<file path="src/rtl/axi_stream_remove_header.sv">
// axi_stream_remove_header: strips a 1..BYTE_WD byte header per packet,
// realigns payload to the MSB lane. Define STRIP_ERR_CNT_EN for err_cnt.
module axi_stream_remove_header #(
  parameter  int DATA_WD     = 32,
  localparam int BYTE_WD     = DATA_WD / 8,
  localparam int BYTE_CNT_WD = $clog2(BYTE_WD)
) (
  input  logic                   clk,
  input  logic                   rstn,
  input  logic                   valid_in,
  input  logic [DATA_WD-1:0]     data_in,
  input  logic [BYTE_WD-1:0]     keep_in,
  input  logic                   last_in,
  output logic                   ready_in,
  input  logic                   valid_strip,
  input  logic [BYTE_CNT_WD-1:0] byte_strip_cnt,
  output logic                   ready_strip,
  output logic                   valid_header,
  output logic [DATA_WD-1:0]     data_header,
  output logic [BYTE_WD-1:0]     keep_header,
  input  logic                   ready_header,
  output logic                   valid_out,
  output logic [DATA_WD-1:0]     data_out,
  output logic [BYTE_WD-1:0]     keep_out,
  output logic                   last_out,
  input  logic                   ready_out
`ifdef STRIP_ERR_CNT_EN
  ,
  output logic [15:0]            err_cnt
`endif
);

  localparam int CW = BYTE_CNT_WD + 1;

  localparam logic [1:0] IDLE  = 2'd0;
  localparam logic [1:0] HEAD  = 2'd1;
  localparam logic [1:0] BODY  = 2'd2;
  localparam logic [1:0] FLUSH = 2'd3;

  logic [1:0]         state_q, state_d;
  logic [CW-1:0]      s_q, s_d;
  logic [CW-1:0]      fl_q, fl_d;
  logic [DATA_WD-1:0] res_q, res_d;
  logic               hv_q, hv_d;
  logic [DATA_WD-1:0] hd_q, hd_d;
  logic [BYTE_WD-1:0] hk_q, hk_d;
  logic               ov_q, ov_d;
  logic [DATA_WD-1:0] od_q, od_d;
  logic [BYTE_WD-1:0] ok_q, ok_d;
  logic               ol_q, ol_d;
  logic               alive_q;
  logic               in_rdy;
  logic               strip_rdy;
`ifdef STRIP_ERR_CNT_EN
  logic               trunc;
`endif

  int                 p_c;
  int                 s_c;
  int                 r_c;
  int                 t_c;
  logic [DATA_WD-1:0] beat_c;
  logic [BYTE_WD-1:0] k_c;

  function automatic logic [BYTE_WD-1:0] lsb_ones(input int n);
    logic [BYTE_WD-1:0] m;
    for (int i = 0; i < BYTE_WD; i++) m[i] = (i < n);
    return m;
  endfunction

  function automatic logic [BYTE_WD-1:0] msb_ones(input int n);
    logic [BYTE_WD-1:0] m;
    for (int i = 0; i < BYTE_WD; i++) m[BYTE_WD-1-i] = (i < n);
    return m;
  endfunction

  function automatic logic [DATA_WD-1:0] expand(input logic [BYTE_WD-1:0] k);
    logic [DATA_WD-1:0] m;
    for (int i = 0; i < BYTE_WD; i++) m[8*i +: 8] = {8{k[i]}};
    return m;
  endfunction

  function automatic int popcnt(input logic [BYTE_WD-1:0] k);
    int c;
    c = 0;
    for (int i = 0; i < BYTE_WD; i++) if (k[i]) c++;
    return c;
  endfunction

  // next-state: FSM, residual buffer and both output registers
  always_comb begin
    state_d   = state_q;
    s_d       = s_q;
    fl_d      = fl_q;
    res_d     = res_q;
    hv_d      = hv_q && !ready_header;
    hd_d      = hd_q;
    hk_d      = hk_q;
    ov_d      = ov_q && !ready_out;
    od_d      = od_q;
    ok_d      = ok_q;
    ol_d      = ol_q;
    in_rdy    = 1'b0;
    strip_rdy = 1'b0;
`ifdef STRIP_ERR_CNT_EN
    trunc     = 1'b0;
`endif
    p_c    = popcnt(keep_in);
    s_c    = int'(s_q);
    r_c    = BYTE_WD - s_c;
    t_c    = r_c + p_c;
    beat_c = (res_q << (8 * s_c)) | (data_in >> (8 * r_c));
    k_c    = '0;
    unique case (state_q)
      IDLE: begin
        strip_rdy = alive_q;
        if (valid_strip && alive_q) begin
          s_d     = CW'(int'(byte_strip_cnt) + 1);
          state_d = HEAD;
        end
      end
      HEAD: begin
        in_rdy = !hv_q || ready_header;
        if (valid_in && in_rdy) begin
          hv_d  = 1'b1;
          res_d = data_in;
          if (last_in && p_c <= s_c) begin
            hd_d    = data_in >> (8 * (BYTE_WD - p_c));
            hk_d    = lsb_ones(p_c);
            state_d = IDLE;
`ifdef STRIP_ERR_CNT_EN
            trunc   = 1'b1;
`endif
          end else begin
            hd_d = data_in >> (8 * r_c);
            hk_d = lsb_ones(s_c);
            if (last_in) begin
              fl_d    = CW'(p_c - s_c);
              state_d = FLUSH;
            end else begin
              state_d = BODY;
            end
          end
        end
      end
      BODY: begin
        in_rdy = !ov_q || ready_out;
        if (valid_in && in_rdy) begin
          ov_d  = 1'b1;
          res_d = data_in;
          od_d  = beat_c;
          ok_d  = '1;
          ol_d  = 1'b0;
          if (last_in) begin
            if (t_c <= BYTE_WD) begin
              k_c     = msb_ones(t_c);
              ok_d    = k_c;
              od_d    = beat_c & expand(k_c);
              ol_d    = 1'b1;
              state_d = IDLE;
            end else begin
              fl_d    = CW'(t_c - BYTE_WD);
              state_d = FLUSH;
            end
          end
        end
      end
      FLUSH: begin
        if (!ov_q || ready_out) begin
          k_c     = msb_ones(int'(fl_q));
          ov_d    = 1'b1;
          od_d    = (res_q << (8 * s_c)) & expand(k_c);
          ok_d    = k_c;
          ol_d    = 1'b1;
          state_d = IDLE;
        end
      end
      default: state_d = IDLE;
    endcase
  end

  // state and datapath registers
  always_ff @(posedge clk or negedge rstn) begin
    if (!rstn) begin
      state_q <= IDLE;
      s_q     <= '0;
      fl_q    <= '0;
      res_q   <= '0;
      hv_q    <= 1'b0;
      hd_q    <= '0;
      hk_q    <= '0;
      ov_q    <= 1'b0;
      od_q    <= '0;
      ok_q    <= '0;
      ol_q    <= 1'b0;
      alive_q <= 1'b0;
    end else begin
      state_q <= state_d;
      s_q     <= s_d;
      fl_q    <= fl_d;
      res_q   <= res_d;
      hv_q    <= hv_d;
      hd_q    <= hd_d;
      hk_q    <= hk_d;
      ov_q    <= ov_d;
      od_q    <= od_d;
      ok_q    <= ok_d;
      ol_q    <= ol_d;
      alive_q <= 1'b1;
    end
  end

`ifdef STRIP_ERR_CNT_EN
  logic [15:0] err_q;

  // saturating count of truncated packets
  always_ff @(posedge clk or negedge rstn) begin
    if (!rstn) err_q <= '0;
    else if (trunc && err_q != 16'hFFFF) err_q <= err_q + 16'd1;
  end

  assign err_cnt = err_q;
`endif

  assign ready_in     = in_rdy;
  assign ready_strip  = strip_rdy;
  assign valid_header = hv_q;
  assign data_header  = hd_q;
  assign keep_header  = hk_q;
  assign valid_out    = ov_q;
  assign data_out     = od_q;
  assign keep_out     = ok_q;
  assign last_out     = ol_q;

endmodule

</file>
<file path="config.mk">
export PLATFORM = sky130hd
export DESIGN_NAME = axi_stream_remove_header
export DESIGN_NICKNAME = d
export VERILOG_FILES = /design/src/rtl/axi_stream_remove_header.sv
export SDC_FILE = /design/constraint.sdc
export NUM_CORES = 1
export LEC_CHECK = 0
export ABC_CLOCK_PERIOD_IN_PS = 6300
export BUFFER_PORTS_ARGS = -buffer_cell sky130_fd_sc_hd__buf_2
export CAP_MARGIN = 20
export CORE_MARGIN = 3
export CORE_UTILIZATION = 45
export CTS_BUF_LIST = sky130_fd_sc_hd__clkbuf_8 sky130_fd_sc_hd__clkbuf_16
export CTS_CLUSTER_SIZE = 25
export DETAILED_ROUTE_END_ITERATION = 12
export PLACE_DENSITY = 0.63
export SKIP_LAST_GASP = 1
export SLEW_MARGIN = 20
export SYNTH_ARGS = -nofsm -noshare
export SYNTH_HDL_FRONTEND = slang
export SYNTH_SLANG_ARGS = --single-unit
export TNS_END_PERCENT = 10
</file>
<file path="constraint.sdc">
create_clock -name clk -period 6.3 [get_ports clk]
set_clock_uncertainty 0.15 [all_clocks]
set_input_delay 0.945 -clock clk [delete_from_list [all_inputs] [get_ports clk]]
set_output_delay 0.945 -clock clk [all_outputs]
set_load 0.03 [all_outputs]
</file>
* Yosys cells after proc, flatten, opt, wreduce, memory -nomap -nowiden *
Index checks and enable logic that the tools add are counted.

storage, ports and cells
  bits in registers = 116
  latch bits = 0
  bits in writable memories = 0
  bits in read-only memories = 0
  output and inout port bits = 77
  logic and storage cells = 124
  memories = 0

operators by class
  add/sub/neg operators = 9
  multiply operators = 0
  divide/modulo/power cells = 0
  $lt $le $gt $ge = 18
  equality and inequality tests = 11
  shift-type cells = 3
  mux-type cells = 47
  bitwise gates (word level) = 3
  reduce and logical (&&, ||, !) cells = 21

operators by type and width
  cell                                                             count
  two-way mux 32 bit                                               10
  < comparator 3 x 32 -> 1 bit, first input constant               4
  one-hot mux 32 bit (2 select lines)                              2
  adder 32 x 2 -> 32 bit, second input constant                    3
  AND 32 bit                                                       2
  < comparator 1 x 32 -> 1 bit, first input constant               2
  < comparator 2 x 32 -> 1 bit, first input constant               2
  >> shifter 32 x 32 -> 32 bit                                     2
  adder 4 x 32 -> 32 bit                                           1
  less-or-equal comparator 32 x 4 -> 1 bit                         1
  less-or-equal comparator 32 x 4 -> 1 bit, second input constant  1
  bitwise OR 32 bit                                                1
  << shifter 32 x 6 -> 32 bit                                      1
  subtractor 4 x 29 -> 29 bit, first input constant                1
  two-way mux 4 bit                                                5
  two-way mux 3 bit                                                6
  inequality test 2 bit, second input constant                     8
  two-way mux 2 bit                                                7
  < comparator 1 x 3 -> 1 bit, first input constant                4
  < comparator 2 x 3 -> 1 bit, first input constant                4
  two-way mux 1 bit                                                11
  one-hot mux 2 bit (4 select lines)                               1
  one-hot mux 4 bit (2 select lines)                               1
  AND reduction 7 bit                                              1
  16 further kinds                                                 31

* Logic depth before layout (Yosys ltp) *
Gate-level depths: netlist (run 1).

  depth in word-level cells = 14
  gate-level depth with buffers = 19

* Worst setup path before layout (run 1) *
OpenSTA, ideal clock, no wires.

  path kind = input-to-reg
  start = input keep_in[0]
  end = register od_q[10] (netlist: data_out[10])
  data arrival time = 4.762 ns
  slack = 1.251 ns
  cell stages on the path = 19
  buffers on the path = 1
  cell sequence = inv_1 ha_1 xor2_1 ha_1 inv_1 a21oi_1 inv_1 fa_1 nor2b_1 o311a_1 inv_1 ha_1 nor4bb_1 nand4_1 a211oi_1 a21oi_1 buf_2 o311ai_0 a211oi_1

on the way
  cells in the longest elaborated chain, start to end = 14
  elaborated cells between the ends (all ways) = 15
  classes of those cells = add/sub: 4; order compare: 2; mux: 8; bitwise: 1

RTL lines
  element                                RTL line  text
  start: declaration                     12        input logic [BYTE_WD-1:0] keep_in,
  two-way mux 1 bit *                    86        for (int i = 0; i < BYTE_WD; i++) if (k[i]) c++;
  adder 32 x 2 -> 32 bit                 86
  two-way mux 32 bit *                   86
  adder 32 x 2 -> 32 bit                 86
  two-way mux 32 bit *                   86
  adder 32 x 2 -> 32 bit                 86
  two-way mux 32 bit *                   86
  adder 4 x 32 -> 32 bit *               111       t_c = r_c + p_c;
  < comparator 3 x 32 -> 1 bit           73        for (int i = 0; i < BYTE_WD; i++) m[BYTE_WD-1-i] = (i < n);
  AND 32 bit                             158       od_d = beat_c & expand(k_c);
  two-way mux 32 bit *                   155       if (t_c <= BYTE_WD) begin
  two-way mux 32 bit *                   154       if (last_in) begin
  two-way mux 32 bit *                   148       if (valid_in && in_rdy) begin
  one-hot mux 32 bit (2 select lines) *  114       unique case (state_q)
  end signal: assignment                 193       od_q <= '0;
  end signal: assignment                 206       od_q <= od_d;
  end: declaration                       48        logic [DATA_WD-1:0] od_q, od_d;

Every way passes the cells marked *; elsewhere a longest branch is shown, timed or not. The select of a mux whose other input is x is not followed.
A chain may end at the register's enable or synchronous reset.

* Final worst setup path (run 1) *
Same ends and word-level chain as after synthesis.

==> PnR_summary.wiki, run 1 <==
{| class="wikitable"
! Metric !! Value
|-
| Result of the run || finished, final reports clean
|-
| H-tree Lvls || 4
|-
| Setup violators final || 0
|-
| Tot Pwr || 5.712 mW
|-
| Initial cell density of the core || 46.44%
|-
| Fill cell total of the finished layout || 1,416
|-
| Total CTS buffers || 17
|-
| End of the worst register-to-register path || data_out[10]
|-
| Post-cts hold buffer count || 0
|-
| Worst setup slack before clock tree synthesis || 0.5024 ns
|-
| Top area cells in the synthesized netlist || sky130_fd_sc_hd__dfrtp_1, sky130_fd_sc_hd__mux2i_1, sky130_fd_sc_hd__mux2_2
|-
| Drt wl/cell || 21.75 um
|-
| Pin count of the biggest net entering global routing || 65
|-
| CTS Sinks || 116
|-
| Wirelength, routed || 24,170 um
|-
| Portion of synthesized cell area occupied by the leading cell type || 38.93%
|-
| Sequence of cells on the critical path || buf_2, inv_1, ha_1, xor2_1, ha_1, inv_1, a21oi_1, inv_1, fa_1, nor2b_1, o311a_1, inv_1, ha_1, nor4bb_1, nand4_1, a211oi_1, a21oi_1, buf_4, o311ai_0, a211oi_1
|-
| Worst Hold Class || reg -> reg
|-
| Vertical extent of the die || 134.7 um
|-
| Buffer levels on the longest clock path || 2
|-
| Final nets || 958
|-
| Core area || 16,060 sq um
|-
| Initial antenna violation count || 1
|-
| Total global-route track usage || 26.76%
|-
| Final RePlAce weighted congestion || 0.9256
|-
| Critical hold path startpoint || keep_header[1]
|-
| Clock tree root driver cell || sky130_fd_sc_hd__clkbuf_16
|-
| VDD IR-drop max || 275.3 uV
|-
| Minimum setup slack among reg-to-reg paths || 1.32 ns
|-
| Crit path largest cell delay || 0.46 ns
|-
| Number of global-route vias before repair || 6,746
|-
| Synthesized instance count || 775
|-
| Final period util || 86.80%
|-
| Remaining routing DRC violations || 0
|-
| Share of synthesized area occupied by flip-flops and latches || 38.93%
|-
| Ranking of synthesized cells by instance count || sky130_fd_sc_hd__dfrtp_1, sky130_fd_sc_hd__nand2_1, sky130_fd_sc_hd__mux2i_1
|-
| Remaining global-route overflow || 0
|-
| Min setup slack post-route || 0.8318 ns
|-
| Final Hold Slack || 0.3197 ns
|-
| Max capacitance violation total || 0
|-
| Cell area power density || 645.3 nW/um^2
|-
| Crit Reg-Reg Startpoint || s_q[0]
|-
| Netlist area before placement || 7457 sq um
|-
| Port Buffer Count || 121
|-
| Share of synthesized registers carrying an async set or reset || 100.0%
|-
| Setup TNS || 0 ns
|-
| Row count || 46
|-
| Setup repair after global routing missed its margin || no
|-
| WP data required || 6.43 ns
|-
| Number of top-level design ports || 122
|-
| Die area || 18,150 sq um
|-
| Skew-Pair Late Insertion Delay || 0.42 ns
|-
| Final-report hold violation count || 0
|-
| Post-CTS clock slew at the launch and capture registers of the worst setup and hold paths || 0.06 ns
|-
| Flip-flop and latch area || 2903 sq um
|-
| Critical path peak fanout || 21
|-
| Post-CTS setup buffers || 0
|-
| Vias per Instance || 6.193
|-
| Detailed placer's ending HPWL || 18,110 um
|-
| Critical Path Slowest Stage Cell || sky130_fd_sc_hd__fa_1
|-
| Worst setup path category || in -> reg
|-
| Count of unique library cells instantiated by Yosys || 70
|-
| Via count || 6,880
|-
| Total area of multi-input combinational cells || 4258 sq um
|-
| Relative slew slack || 35.15%
|-
| First-pass GRT wire length || 37,510 um
|-
| EDFF count, synth || 0
|-
| Critical Path AT || 5.60 ns
|-
| Mean area per synthesized cell || 9.622 sq um
|-
| Peak clock frequency supported by timing || 182.9 MHz
|-
| Top FF cell, synth || sky130_fd_sc_hd__dfrtp_1
|-
| Layout cells sized above 1 || 25.62%
|-
| Die width || 134.7 um
|-
| Worst Path Buf+Inv || 6
|-
| Initial DRT Pass Iterations || 5
|-
| Most frequently used cell type in the post-synthesis netlist || sky130_fd_sc_hd__dfrtp_1
|-
| Yosys Warn Count || 0
|-
| Type of destination of the critical path || flip-flop
|-
| Area growth from synthesis to layout || 18.69%
|-
| WHS Endpoint || keep_header[1]
|-
| Min-Delay Path Depth || 2
|-
| R2R cell count || 16
|-
| Remaining number of nets flagged by the antenna check after routing || 0
|-
| CTS tree || done
|-
| Leakage power total || 4.024 nW
|-
| Flip-flop and latch count after synthesis || 116
|-
| Post-cts repair resize count || 0
|-
| Min Tclk post-route || 5.468 ns
|-
| Most Frequent Cell on Critical Path || sky130_fd_sc_hd__inv_1
|-
| CP delay by family, top || compound AO/OA/AOI/OAI gates
|-
| Kind of start point of the critical path || primary input
|-
| Post-synthesis cell type with the largest combined area || sky130_fd_sc_hd__dfrtp_1
|-
| DRT iter0 DRCs || 601
|-
| Slew @ Worst Pin || 0.9700 ns
|-
| Total count of max-transition violations in the final report || 0
|}
==> worst max path at each step <==
| stage | start | end | slack, ns | cells past startpoint |
|---|---|---|---|---|
| after floorplan | keep_in[0] | data_out[10] | 1.25 | 19 |
| after global placement | keep_in[0] | data_out[10] | 0.77 | 20 |
| after CTS | keep_in[0] | data_out[10] | 0.94 | 20 |
| final | keep_in[0] | data_out[10] | 0.83 | 20 |
| after global routing | keep_in[0] | data_out[10] | 0.50 | 20 |
| after detailed placement | keep_in[0] | data_out[10] | 0.50 | 20 |
==> tightest hold or removal path, cell delays in order (launching register included) <==
cell,delay [ns]
sky130_fd_sc_hd__dfrtp_1,0.34
sky130_fd_sc_hd__nand2_1,0.05
sky130_fd_sc_hd__nand2_1,0.05
==> layer usage <==
metal | track usage [%] | vias to the layer above | wire [um]
li1 | - | 3113 | -
met1 | 34.53 | 3418 | 10040
met2 | 43.11 | 282 | 11550
met3 | 6.967 | 67 | 1744
met4 | 10.69 | 0 | 838
met5 | 0 | - | 0
==> cell families after synthesis <==
kind of cell               share of synthesized area, %
and+or+nand+nor                                   12.63
AOI/OAI and AO/OA                                 22.92
DFF                                               38.93
buffers and inverters                             4.312
muxes                                             14.73
adders and majority gates                         5.570
xor gates and xnor gates                         0.8055
other                                            0.1007
==> placed cells by master (no fill, tap or decap), types with 9 or more instances in the layout <==
| master | instances |
|---|---|
| sky130_fd_sc_hd__buf_2 | 120 |
| sky130_fd_sc_hd__nor2b_1 | 13 |
| sky130_fd_sc_hd__o22ai_1 | 11 |
| sky130_fd_sc_hd__a21oi_1 | 45 |
| sky130_fd_sc_hd__nand2_1 | 84 |
| sky130_fd_sc_hd__dfrtp_1 | 116 |
| sky130_fd_sc_hd__nor3_1 | 20 |
| sky130_fd_sc_hd__mux2i_1 | 58 |
| sky130_fd_sc_hd__nor2_1 | 32 |
| sky130_fd_sc_hd__o31ai_1 | 9 |
| sky130_fd_sc_hd__ha_1 | 30 |
| sky130_fd_sc_hd__mux2_2 | 46 |
| sky130_fd_sc_hd__a211oi_1 | 18 |
| sky130_fd_sc_hd__clkbuf_16 | 17 |
| sky130_fd_sc_hd__o21ai_0 | 43 |
| sky130_fd_sc_hd__inv_1 | 31 |
| sky130_fd_sc_hd__buf_4 | 13 |
| sky130_fd_sc_hd__o22a_1 | 16 |
==> power breakdown <==
| group | switching (mW) | total, mW | internal, mW |
|---|---|---|---|
| logic | 2.16 | 3.35 | 1.19 |
| registers | 0.279 | 1.39 | 1.11 |
| clock network | 0.342 | 0.971 | 0.629 |
==> through the flow <==
| step | util (%) | instance area [sq um] | instances |
|---|---|---|---|
| after floorplan | - | 7468 | 778 |
| after global placement | 51.34 | 8244 | 1078 |
| after detailed placement | 51.37 | 8249 | 1078 |
| after CTS | 55.10 | 8848 | 1110 |
| after global routing | 55.12 | 8851 | 1111 |
| final | 55.12 | 8851 | 1111 |
==> cell type report <==
cell class                 count  share of cell area (%)
multi-input combinational    581                   48.11
sequential                   116                   32.80
timing repair buffer         133                   7.888
clock buffer                  22                   5.584
tap                          216                   3.053
inverter                      32                   1.357
clock inverter                10                   1.187
antenna                        1                 0.02827
==> registers in the layout (all words and copies together), names as in the netlist <==
register	cells
alive_q	1
res_q	32
valid_header	1
last_out	1
state_q	2
fl_q	3
data_out	32
s_q	3
data_header	32
valid_out	1
keep_out	4
keep_header	4
Note: power is estimated with default switching activity, not from simulation.
==> run 2, diff against run 1 <==
CAP_MARGIN = 30   (was 20)
CORE_ASPECT_RATIO = 0.5   (was default)
==> run 2 against run 1 <==
Via count grew 0.33%; highest routed layer unchanged; first-iteration DRC count grew 4.0%; combinational power grew 3%; worst setup slack gained 0.038 ns; final area is the same; register-to-register slack lost 0.11 ns; fmax grew 0.69%; sequential power is essentially flat; total power grew 1.2%; utilization grew 0.85 points; largest cell class unchanged; non-clock buffer count grew 3; critical endpoint is now data_out[11].
==> PnR_summary.wiki, run 2 (same netlist as run 1, synthesis figures left out) <==
{| class="wikitable"
! Metric !! Value
|-
| Relative slew slack || 32.98%
|-
| Minimum setup slack among reg-to-reg paths || 1.21 ns
|-
| Remaining routing DRC violations || 0
|-
| Die area || 18,250 sq um
|-
| Clock group share of total power || 16.5%
|-
| Setup violators final || 0
|-
| Detailed placer's ending HPWL || 18,220 um
|-
| Total global-route track usage || 27.22%
|-
| Post-CTS clock slew at the launch and capture registers of the worst setup and hold paths || 0.06 ns
|-
| H-tree Lvls || 4
|-
| Peak clock frequency supported by timing || 184.1 MHz
|-
| Vias per Instance || 6.174
|-
| Fill cell total of the finished layout || 1,467
|-
| Result of the run || finished, final reports clean
|-
| Cell-internal power || 2.887 mW
|-
| Worst setup path category || in -> reg
|-
| CTS Sinks || 116
|-
| CP delay by family, top || compound AO/OA/AOI/OAI gates
|-
| Initial antenna violation count || 0
|-
| Commonest cells after routing, fill and taps aside || sky130_fd_sc_hd__buf_2, sky130_fd_sc_hd__dfrtp_1, sky130_fd_sc_hd__nand2_1
|-
| Critical path peak fanout || 21
|-
| Cell area power density || 653.0 nW/um^2
|-
| DRT iter0 DRCs || 625
|-
| Post-CTS setup buffers || 0
|-
| Switching portion of total power || 50.06%
|-
| Critical Path AT || 5.58 ns
|-
| Max capacitance violation total || 0
|-
| Final period util || 86.20%
|-
| Clock tree root driver cell || sky130_fd_sc_hd__clkbuf_16
|-
| Port Buffer Count || 121
|-
| Via count || 6,903
|-
| Number of antenna diodes || 0
|-
| Final Hold Slack || 0.3200 ns
|-
| Final RePlAce weighted congestion || 0.9028
|-
| Remaining global-route overflow || 0
|-
| Post-cts hold buffer count || 0
|-
| Pin count of the biggest net entering global routing || 62
|-
| Kind of start point of the critical path || primary input
|-
| Critical Path Slowest Stage Cell || sky130_fd_sc_hd__a21oi_1
|-
| Switching power total || 2.893 mW
|-
| Most common cell after layout, fill and taps aside || sky130_fd_sc_hd__buf_2
|-
| Core area || 15,820 sq um
|-
| Number of global-route vias before repair || 6,641
|-
| Type of destination of the critical path || flip-flop
|-
| Setup repair after global routing missed its margin || no
|-
| Worst Hold Class || reg -> reg
|-
| Total CTS buffers || 17
|-
| Worst Path Buf+Inv || 6
|-
| Setup TNS || 0 ns
|-
| Total count of max-transition violations in the final report || 0
|-
| Remaining number of nets flagged by the antenna check after routing || 0
|-
| Buffer levels on the longest clock path || 2
|-
| Final nets || 961
|-
| Slew @ Worst Pin || 0.9998 ns
|-
| Post-cts repair resize count || 0
|-
| VDD IR-drop max || 239.0 uV
|-
| Wirelength, routed || 24,920 um
|-
| Layout cells sized above 1 || 26.09%
|-
| Number of top-level design ports || 122
|-
| WP data required || 6.45 ns
|-
| Sequence of cells on the critical path || buf_2, inv_1, ha_1, xor2_1, ha_1, inv_1, a21oi_1, inv_1, fa_1, nor2b_1, o311a_1, inv_1, ha_1, nor4bb_1, nand4_1, a211oi_1, a21oi_1, buf_4, o311ai_0, a211oi_1
|-
| Leakage power total || 4.020 nW
|-
| Combinational share of power || 59.8%
|-
| Row count || 32
|-
| CTS tree || done
|-
| Part of the power in registers || 23.7%
|-
| Most Frequent Cell on Critical Path || sky130_fd_sc_hd__inv_1
|-
| Drt wl/cell || 22.29 um
|-
| First-pass GRT wire length || 38,480 um
|-
| Skew-Pair Late Insertion Delay || 0.43 ns
|-
| Initial DRT Pass Iterations || 5
|-
| Initial cell density of the core || 47.15%
|-
| Vertical extent of the die || 97.03 um
|-
| Final-report hold violation count || 0
|-
| Area growth from synthesis to layout || 18.69%
|-
| Min Tclk post-route || 5.431 ns
|-
| Die width || 188.1 um
|-
| Crit path largest cell delay || 0.51 ns
|}
run 2: stage by stage:
step | total power, mW | instances | cell area (sq um) | utilization (%) | setup slack, ns
2_1_floorplan | 3.714 | 778 | 7468 | - | 1.251
3_3_place_gp | 4.707 | 1085 | 8273 | 52.31 | 0.7203
3_5_place_dp | 4.748 | 1085 | 8273 | 52.31 | 0.4982
4_1_cts | 5.723 | 1117 | 8840 | 55.89 | 0.9375
5_1_grt | 6.108 | 1118 | 8851 | 55.97 | 0.4057
6_report | 5.780 | 1118 | 8851 | 55.97 | 0.8695
run 2: worst paths after layout:
kind / endpoint / startpoint / cells past startpoint
setup reg to reg: data_out[11] / s_q[0] / 15
min in group asynchronous: alive_q / rstn / 1
hold / removal: keep_out[3] / keep_out[3] / 2
max in group asynchronous: data_header[6] / rstn / 2
hold reg to reg: keep_out[3] / keep_out[3] / 2
setup / recovery: data_out[11] / keep_in[0] / 20
run 2: layout make-up:
cell class,count,area (sq um),area share (%)
Inverter,32,120.1,1.357
Timing Repair Buffer,136,724.4,8.185
Clock buffer,17,425.4,4.806
Sequential cell,116,2903,32.80
Multi-Input combinational cell,581,4260,48.13
Tap cell,221,276.5,3.124
Clock inverter,15,141.4,1.597
run 2: worst register-to-register path, delay by kind of cell, from the launching register on:
family,cells,cell delay [ns]
compound gates,5,1.30
fa+ha+maj,3,1.42
buf+inv,4,1.14
flops,1,0.37
simple gates,3,0.58
run 2: metal layers:
metal	vias to the layer above	wire [um]	global-route usage (%)
met4	0	483	6.912
met1	3424	11420	38.97
li1	3118	-	-
met3	44	2323	9.450
met2	317	10690	39.27
met5	-	0	0
run 2: power by group through the flow:
stage / Combinational, mW / Sequential (mW) / Clock [mW]
finish: 3.46 / 1.37 / 0.955
global route: 3.71 / 1.40 / 0.995
CTS: 3.40 / 1.36 / 0.960
detailed placement: 3.38 / 1.37 / 0
global placement: 3.35 / 1.36 / 0
floorplan: 1.98 / 1.74 / 0
==> run 3, diff against run 2 <==
CTS_BUF_LIST = default   (was sky130_fd_sc_hd__clkbuf_8 sky130_fd_sc_hd__clkbuf_16)
MAX_ROUTING_LAYER = met4   (was default)
REMOVE_ABC_BUFFERS = 1   (was default)
==> run 3 against run 2 <==
Total power up 1.5%; final area up 0.82%; clock-buffer cell count is the same; die area unchanged; worst setup slack improved by 0.0038 ns; wire length increased by 3.3%; via count up 1.3%; register-to-register slack better by 0.30 ns; final cell count up 0.45%; critical path type unchanged; critical endpoint is now data_out[15]; highest routed layer unchanged.
==> PnR_summary.wiki, run 3 (same netlist as run 1, synthesis figures left out) <==
{| class="wikitable"
! Metric !! Value
|-
| Die area || 18,250 sq um
|-
| Initial antenna violation count || 0
|-
| Crit path largest cell delay || 0.45 ns
|-
| Final-report hold violation count || 0
|-
| Setup TNS || 0 ns
|-
| Critical path peak fanout || 21
|-
| Kind of start point of the critical path || primary input
|-
| H-tree Lvls || 4
|-
| Minimum setup slack among reg-to-reg paths || 1.51 ns
|-
| Initial DRT Pass Iterations || 5
|-
| Via count || 6,996
|-
| CTS tree || done
|-
| Number of global-route vias before repair || 6,878
|-
| Layout cells sized above 1 || 26.83%
|-
| Final RePlAce weighted congestion || 0.9266
|-
| Skew-Pair Late Insertion Delay || 0.42 ns
|-
| Core area || 15,820 sq um
|-
| Worst Hold Class || reg -> reg
|-
| Sequence of cells on the critical path || buf_2, inv_1, ha_1, xor2_1, ha_1, inv_1, a21oi_1, inv_1, fa_1, nor2b_1, o311a_1, inv_1, ha_1, nor4bb_1, nand4_1, a211oi_1, a21oi_1, buf_4, nor3_4, a211oi_1
|-
| DRT iter0 DRCs || 718
|-
| Number of antenna diodes || 0
|-
| Remaining routing DRC violations || 0
|-
| Min Tclk post-route || 5.427 ns
|-
| Flip-flop and latch area || 2904 sq um
|-
| Layout Utilization || 56.42%
|-
| WHS Endpoint || keep_header[1]
|-
| Wirelength, routed || 25,750 um
|-
| Crit Reg-Reg Startpoint || s_q[0]
|-
| First-pass GRT wire length || 40,160 um
|-
| Setup violators final || 0
|-
| CTS Sinks || 116
|-
| Most Frequent Cell on Critical Path || sky130_fd_sc_hd__inv_1
|-
| Area growth from synthesis to layout || 19.66%
|-
| Detailed placer's ending HPWL || 17,240 um
|-
| Die width || 188.1 um
|-
| Post-cts repair resize count || 0
|-
| Total count of max-transition violations in the final report || 0
|-
| Buffer levels on the longest clock path || 2
|-
| Critical Path Slowest Stage Cell || sky130_fd_sc_hd__fa_1
|-
| Remaining global-route overflow || 0
|-
| Remaining number of nets flagged by the antenna check after routing || 0
|-
| Row count || 32
|-
| Pin count of the biggest net entering global routing || 64
|-
| Post-CTS setup buffers || 0
|-
| Slew @ Worst Pin || 1.051 ns
|-
| R2R cell count || 17
|-
| Most common cell after layout, fill and taps aside || sky130_fd_sc_hd__buf_2
|-
| Setup repair after global routing missed its margin || no
|-
| Total CTS buffers || 17
|-
| End of the worst register-to-register path || data_out[15]
|-
| Relative slew slack || 29.91%
|-
| Vertical extent of the die || 97.03 um
|-
| Peak clock frequency supported by timing || 184.3 MHz
|-
| Cell area power density || 657.5 nW/um^2
|-
| Number of top-level design ports || 122
|-
| Final period util || 86.14%
|-
| Total global-route track usage || 29.06%
|-
| Final Hold Slack || 0.3104 ns
|-
| Initial cell density of the core || 47.15%
|-
| Post-placement cell count || 1,091
|-
| Result of the run || finished, final reports clean
|-
| Final Instance Count excl. Fillers || 1,123
|-
| WP data required || 6.43 ns
|-
| Port Buffer Count || 121
|-
| VDD IR-drop max || 248.8 uV
|-
| Clock tree root driver cell || sky130_fd_sc_hd__clkbuf_16
|-
| Total area of multi-input combinational cells || 4277 sq um
|-
| Commonest cells after routing, fill and taps aside || sky130_fd_sc_hd__buf_2, sky130_fd_sc_hd__dfrtp_1, sky130_fd_sc_hd__nand2_1
|-
| Final nets || 967
|-
| Vias per Instance || 6.230
|-
| Max capacitance violation total || 0
|-
| Fill cell total of the finished layout || 1,470
|-
| Drt wl/cell || 22.93 um
|-
| Leakage power total || 4.044 nW
|-
| Type of destination of the critical path || flip-flop
|-
| Worst setup path category || in -> reg
|-
| Post-cts hold buffer count || 0
|-
| Critical hold path startpoint || keep_header[1]
|-
| Critical Path AT || 5.56 ns
|-
| Post-CTS clock slew at the launch and capture registers of the worst setup and hold paths || 0.06 ns
|-
| Min-Delay Path Depth || 2
|}
[run 3: cell type report]
type | instances | area share (%)
inverters | 32 | 1.346
well taps | 221 | 3.099
clock buffers | 17 | 4.767
flip-flops and latches | 116 | 32.54
repair buffers | 142 | 8.595
multi-input cells | 581 | 47.92
clock inverters | 14 | 1.725
[run 3: power by group]
part           total, mW  switching (mW)  internal, mW
sequential          1.40           0.290          1.11
clock              0.974           0.390         0.585
combinational       3.50            2.27          1.23
[run 3: routing by layer]
metal | GRT usage (%) | vias to the layer above | share of wire (%) | wire [um]
li1 | - | 3125 | - | -
met1 | 41.68 | 3415 | 45 | 11540
met2 | 41.03 | 411 | 43 | 11000
met3 | 7.350 | 45 | 10 | 2703
met4 | 7.258 | 0 | 1.9 | 501
met5 | - | - | 0 | 0
[run 3: worst max-delay path by stage]
stage | start | end | slack, ns | cells after the start
floorplan | s_q[0] | data_out[10] | 0.55 | 14
global placement | keep_in[0] | data_out[15] | 0.74 | 19
detailed placement | keep_in[0] | data_out[10] | 0.55 | 20
CTS | keep_in[0] | data_out[10] | 0.97 | 20
global route | keep_in[0] | data_out[15] | 0.52 | 20
finish | keep_in[0] | data_out[15] | 0.87 | 20
[run 3: critical path, delay by kind of cell]
kind | cells | cell delay, ns
buf+inv | 6 | 0.67
simple gates | 4 | 1.00
xor+xnor | 1 | 0.20
compound gates | 5 | 1.36
fa+ha+maj | 4 | 1.36
[run 3: metrics by stage]
stage | total power, mW | instance area (sq um) | setup WS [ns]
after floorplan | 3.659 | 7267 | 0.5540
final | 5.867 | 8924 | 0.8733
after CTS | 5.793 | 8916 | 0.9682
after detailed placement | 4.806 | 8337 | 0.5507
after global placement | 4.754 | 8320 | 0.7398
after global routing | 6.193 | 8924 | 0.5153
